===== src/rtl/decoder_scan_nbit.sv =====
// Registered N-bit active-low decoder with G1/G2A_N/G2B_N gating and an auto-scan mode.
// Optional macro DECODER_SCAN_BLANK_EN inserts a one-cycle all-high gap on every scan advance.
module decoder_scan_nbit #(
    parameter  int SEL_W    = 3,
    parameter  int N_ACTIVE = 8,
    parameter  int PRESCALE = 100000,
    parameter  int PS_W     = 17,
    localparam int OUT_W    = 2**SEL_W
) (
    input  logic             clk,
    input  logic             rst_n,
    input  logic             g1,
    input  logic             g2a_n,
    input  logic             g2b_n,
    input  logic             mode,
    input  logic [SEL_W-1:0] x,
    output logic [OUT_W-1:0] y,
    output logic [SEL_W-1:0] idx,
    output logic             step
);

    localparam logic [PS_W-1:0]  PS_LAST  = PS_W'(PRESCALE - 1);
    localparam logic [SEL_W-1:0] IDX_LAST = SEL_W'(N_ACTIVE - 1);

    logic [OUT_W-1:0] r_y;
    logic [SEL_W-1:0] r_idx;
    logic [PS_W-1:0]  r_ps;
    logic             r_step;
    logic             r_mode_q;

    logic             w_en;
    logic             w_entry;
    logic             w_tc;
    logic [SEL_W-1:0] w_idx_inc;
    logic [OUT_W-1:0] w_y_d;
    logic [SEL_W-1:0] w_idx_d;
    logic [PS_W-1:0]  w_ps_d;
    logic             w_step_d;

    function automatic logic [OUT_W-1:0] dec(input logic [SEL_W-1:0] k);
        return ~(OUT_W'(1) << k);
    endfunction

    assign w_en      = g1 & ~g2a_n & ~g2b_n;
    assign w_entry   = mode & ~r_mode_q;
    assign w_tc      = (r_ps == PS_LAST);
    assign w_idx_inc = (r_idx == IDX_LAST) ? '0 : r_idx + SEL_W'(1);

    // NOTE: next-state is computed combinationally with a default for every signal
    // first, so no path through the if/else can leave a value unassigned (no latch).
    always_comb begin
        w_y_d    = '1;
        w_idx_d  = r_idx;
        w_ps_d   = r_ps;
        w_step_d = 1'b0;
        if (!mode) begin
            if (w_en) begin
                w_y_d = dec(x);
            end
        end else if (w_entry) begin
            // Scan always starts from output 0, whatever the enables are doing.
            w_ps_d  = '0;
            w_idx_d = '0;
            if (w_en) begin
                w_y_d = dec('0);
            end
        end else if (w_en) begin
            if (w_tc) begin
                w_ps_d   = '0;
                w_idx_d  = w_idx_inc;
                w_step_d = 1'b1;
`ifdef DECODER_SCAN_BLANK_EN
                w_y_d    = '1;
`else
                w_y_d    = dec(w_idx_inc);
`endif
            end else begin
                w_ps_d = r_ps + PS_W'(1);
                w_y_d  = dec(r_idx);
            end
        end
    end

    // NOTE: sequential state uses non-blocking assignments only, and every register
    // here is reset asynchronously so the select lines go inactive without a clock.
    always_ff @(posedge clk or negedge rst_n) begin
        if (!rst_n) begin
            r_y      <= '1;
            r_idx    <= '0;
            r_ps     <= '0;
            r_step   <= 1'b0;
            r_mode_q <= 1'b0;
        end else begin
            r_y      <= w_y_d;
            r_idx    <= w_idx_d;
            r_ps     <= w_ps_d;
            r_step   <= w_step_d;
            r_mode_q <= mode;
        end
    end

    assign y    = r_y;
    assign idx  = r_idx;
    assign step = r_step;

endmodule

===== config.mk =====
export PLATFORM = sky130hd
export DESIGN_NAME = decoder_scan_nbit
export DESIGN_NICKNAME = d
export VERILOG_FILES = /design/src/rtl/decoder_scan_nbit.sv
export SDC_FILE = /design/constraint.sdc
export NUM_CORES = 1
export LEC_CHECK = 0
export BUFFER_PORTS_ARGS = -buffer_cell sky130_fd_sc_hd__buf_2
export CAP_MARGIN = 20
export CORE_MARGIN = 2
export CORE_UTILIZATION = 47
export DETAILED_ROUTE_END_ITERATION = 8
export PLACE_DENSITY = 0.67
export SYNTH_ARGS = -nofsm -noshare
export SYNTH_HDL_FRONTEND = slang
export SYNTH_SLANG_ARGS = --single-unit

===== constraint.sdc =====
create_clock -name clk -period 5.8 [get_ports clk]
set_input_delay 1.16 -clock clk [delete_from_list [all_inputs] [get_ports clk]]
set_output_delay 1.16 -clock clk [all_outputs]
set_load 0.005 [all_outputs]

==> run metrics, run 1 <==
Arrival @ worst endpoint a little under 3000 ps; Rel. slew slack a little over half; hold_sp r_ps[4]; sequential power share 52.0%; Max Freq 0.371 GHz; n_diodes 0; crit path max fanout 9; drt pass-1 iters 4; crit-path max cell delay 590 ps; startpoint types primary input; commonest non-fill, non-tap cell in the layout dfrtp_1; TritonCTS clock tree done; Worst Setup SP g2a_n; Max-cap violations 0; final wirelength about 3900 µm; initial antenna violation count 0; RD Place Congestion 0.900; RSZ-0062 raised after global routing false; commonest non-fill, non-tap cells in the layout 22 x dfrtp_1, 20 x buf_2, 17 x nand2_1; CP Class in -> reg; status finished clean; CP Cell Sequence buf_2 > nor3b_1 > nand3_1 > or4_1 > o21ai_1; Clock Skew 7.23 ps; worst r2r src r_ps[8]; Layout Cells excl Fill 255; Design Area, Final between 1500 and 2000 µm²; clk sinks 30; Top FF cell, synth dfrtp_1; Net Sw Power 0.104 mW; GRT Total Usage between 20% and 30%; post-CTS setup buffer count 0; worst slew pin tran 696 ps; H-tree depth 2; Die ar. ~4300 µm²; slowest CP cell nor3b_1; vias per inst 6.11; critical path endpoint category flip-flop; Placed Cells 247; #FFs+latches synth 30; Tot Pwr between 0.4 and 0.5 mW; clock-pin slew on the worst setup and hold paths 60 ps; Final Hold Fails 0; Leakage Power 0.767 nW; drc violations 0; synth top area cells dfrtp_1 31%, dfstp_2 12%, ha_1 5.7%; total power per unit cell area 216 nW/µm²; num ports 21; Async SR Flop Fraction 100%; Antenna Nets Post-Route 0; root buf cell clkbuf_8; Mapped Cells ~190; DIE WIDTH 65.2 µm; IO buf count 20; peak supply drop 0.122 mV; critical path required time 6000 ps; Mapped Area 1760 µm²; initial drt markers around 120; number of gates resized after CTS 0; dominant cell type by area after synthesis dfrtp_1; Area after DPL approximately 1900 µm²; die height around 65 µm; Tmin final 2700 ps; Area Overhead vs Synth 13.0%; Max clock buf depth 2; HP Class reg -> reg; Clock Latency Late Sink roughly 280 ps; Sum Neg Setup Slack 0 ps; pins over their slew limit 0; routed len/inst around 15 µm; sequential share of the synthesized area 43.2%; final setup violation count 0; global route total overflow 0; DP HPWL 2790 µm; Post-Syn Area per Cell 9.53 µm²; fin nets 223; Net Sw Frac 24.2%; Initial Util 48.5%; TritonCTS buffer count 5; cts hold-fix bufs 0; Mapped Nets between 200 and 250; core area 3630 µm²; Final period util 46.5%; synth warn 0; vias in the first global route 1481; Power Internal approximately 0.33 mW; largest net degree at the start of global routing 31; first-pass GRT wire length 6570 µm; post-synth cell types 45; clock share of power 39.5%; layout cells sized above 1 19.3%; post-synth top area share 31.2%; number of synthesized flops with an enable pin 0; vias post-DR 1559; row count 22; Comb pwr share around 8.5%
worst paths after layout:
kind | end | slack, ps | depth (start not counted)
max | idx[0] | 3100 | 5
min reg2reg | r_ps[4] | 510 | 1
max reg2reg | idx[2] | 3680 | 4
min | r_ps[4] | 510 | 1
min in group asynchronous | r_ps[2] | 920 | 1
max in group asynchronous | r_ps[14] | 4450 | 1
cells by family after synthesis:
kind of cell	synth area share, %
compound gates	15.1
buf+inv	3.34
simple gates	31.2
xor+xnor	0.994
flops	43.2
mux	0.568
fa+ha+maj	5.68
final cells by class:
type / count / area [µm²]
fillers: 338 / 1640
repair buffers: 21 / 108
multi-input cells: 140 / 943
inverters: 8 / 30.0
well taps: 48 / 60.1
clock buffers: 8 / 90.1
flip-flops and latches: 30 / 761
layer usage:
layer | global-route usage [%] | wire, µm
met1 | 23.3 | 1660
met2 | 36.0 | 1960
met3 | 4.79 | 181
met4 | 9.90 | 54
met5 | 0 | 0
synthesized netlist by cell type (2+ instances only):
cell       number
a2111oi_0       2
a211o_1         3
a211oi_1        2
a21oi_1        12
and3_1          4
and4_1          3
and4b_1         4
buf_2           2
clkbuf_1        5
dfrtp_1        22
dfstp_2         8
ha_1            8
inv_1           8
nand2_1        17
nand3_1         8
nand4_1         7
nand4bb_1       2
nor2_1          8
nor3_1         10
nor3b_1         3
nor4_1          2
nor4_2          2
nor4b_1         3
o21ai_0         9
o31ai_1         3
o41ai_1         2
or3_1           5
or4_1           3
xnor2_1         2
state kept, by name, summed over array words and instances (netlist names):
register	flops
idx	3
step	1
y	8
r_mode_q	1
r_ps	17
power groups by stage:
stage	logic, mW	clock network (mW)	registers [mW]
finish	0.0365	0.170	0.224
global route	0.0419	0.189	0.225
CTS	0.0369	0.176	0.224
detailed placement	0.0368	0	0.228
global placement	0.0352	0	0.227
floorplan	0.0222	0	0.226
metrics by stage:
step | utilization, % | hold WS [ps] | worst slack (ps)
final | 54.8 | 511 | 3100
after global routing | 54.8 | 553 | 3000
after CTS | 54.8 | 515 | 3120
after detailed placement | 52.3 | 499 | 2830
after global placement | 52.1 | 496 | 2910
after floorplan | - | 467 | 3200
worst max-delay path, delay by kind of cell:
kind            cells  cell delay [ps]
compound gates      1               90
buf+inv             1              100
simple gates        3             1550
Power figures use the tool's default switching activity.
==> inputs of run 2 (changes only) <==
PLACE_DENSITY = 0.69   (was 0.67)
clock period = 2.25 ns   (was 5.8 ns; I/O delays follow)
==> run metrics, run 2 (synthesized netlist as in run 1, its figures left out) <==
status finished clean; RSZ-0062 raised after global routing false; commonest non-fill, non-tap cell in the layout dfrtp_1; TritonCTS buffer count 5; post-CTS setup buffer count 0; first-pass GRT wire length 7090 µm; Arrival @ worst endpoint 2270 ps; commonest non-fill, non-tap cells in the layout 22 x dfrtp_1, 20 x buf_2, 17 x nand2_1; largest net degree at the start of global routing 31; slowest CP cell or4b_4; clk sinks 30; DIE WIDTH 65.2 µm; initial antenna violation count 0; Leakage Power 0.804 nW; CP Cell Sequence or4b_4 > or4_4 > or4_1 > o21ai_1; core area about 3600 µm²; routed len/inst 16.1 µm; Clock Skew 1.28 ps; vias post-DR between 1500 and 2000; CP Class reg -> reg; worst r2r src r_ps[8]; drc violations 0; worst hold slack 205 ps; Final period util 91.9%; n_diodes 0; CP bufs+invs 0; CP Capture Point idx[0]; number of gates resized after CTS 0; Worst path depth 4; fin nets 230; reg2reg setup slack roughly 180 ps; Area Overhead vs Synth 16.0%; H-tree depth 2; reg2reg path depth 4; vias per inst a little over 6; root buf cell clkbuf_8; Sum Neg Setup Slack 0 ps; Final Hold Fails 0; final setup violation count 0; critical path endpoint category flip-flop; Largest Register r_ps; clock-pin slew on the worst setup and hold paths 60 ps; Max Freq 0.484 GHz; HP Class in -> async; Antenna Nets Post-Route 0; max reg flops 17; Tmin final 2070 ps; global route total overflow 0; Clock Latency Late Sink 280 ps; num ports 21; pins over their slew limit 0; GRT Total Usage ~22%; Worst Setup SP r_ps[8]; delay-heaviest family, CP simple AND/OR/NAND/NOR gates; layout cells sized above 1 22.4%; Max clock buf depth 2; IO buf count 20; vias in the first global route 1531; initial drt markers 137; crit-path max cell delay 570 ps; peak supply drop 0.306 mV; critical path required time 2450 ps; RD Place Congestion roughly 0.82; DP HPWL 3090 µm; row count 22; Initial Util 48.5%; final wirelength 4210 µm; die height approximately 65 µm; Rel. slew slack 55.3%; crit path max fanout 4; cts hold-fix bufs 0; drt pass-1 iters 4; Layout fillers 350; worst slew pin tran ~670 ps; total power per unit cell area about 540 nW/µm²; worst r2r dst idx[0]; Die ar. roughly 4300 µm²; TritonCTS clock tree done; Max-cap violations 0; startpoint types flip-flop
run 2: cell types whose count changed in the layout (fill, tap and decap cells not counted):
cell	previous run	this run
clkbuf_1	2	1
buf_4	1	8
clkinv_2	0	1
run 2: layer usage:
layer	vias up	wire length, µm	track usage, %	part of all wire [%]
met3	9	154	5.31	3.7
met4	0	81	8.59	1.9
met5	-	0	0	0
li1	763	-	-	-
met2	40	2180	40.8	52
met1	783	1790	24.7	43
run 2: worst register-to-register path, delay by kind of cell (launching register included):
family / cells / cell delay (ps)
AND/OR/NAND/NOR: 3 / 1490
flip-flops: 1 / 410
AO/OA/AOI/OAI: 1 / 90
run 2: cell type report:
class	instances	area [µm²]	area share, %
Multi-Input combinational cell	140	943	46.1
Sequential cell	30	761	37.2
Timing Repair Buffer	28	160	7.83
Clock buffer	7	86.3	4.22
Tap cell	48	60.1	2.94
Inverter	8	30.0	1.47
Clock inverter	1	5.00	0.245
run 2: worst min-delay path by stage:
stage	start	to
final	rst_n	r_ps[2]
after global routing	rst_n	idx[1]
after CTS	rst_n	r_ps[2]
after detailed placement	r_ps[4]	r_ps[4]
after floorplan	rst_n	idx[0]
after global placement	rst_n	r_ps[4]
run 2: stage by stage:
stage | power [mW] | setup slack [ps] | util [%] | std cells | cell area [µm²]
detailed placement | 0.685 | 114 | 53.6 | 253 | 1950
CTS | 1.12 | 95.6 | 56.1 | 261 | 2040
global route | 1.16 | 116 | 56.3 | 262 | 2050
finish | 1.11 | 183 | 56.3 | 262 | 2050
floorplan | 0.639 | 266 | - | 185 | 1760
global placement | 0.678 | 168 | 53.6 | 253 | 1950
run 2: report_power, final:
| part | switching (mW) | internal [mW] | total [mW] |
|---|---|---|---|
| combinational | 0.0596 | 0.0381 | 0.0977 |
| sequential | 0.0210 | 0.557 | 0.578 |
| clock | 0.186 | 0.246 | 0.432 |
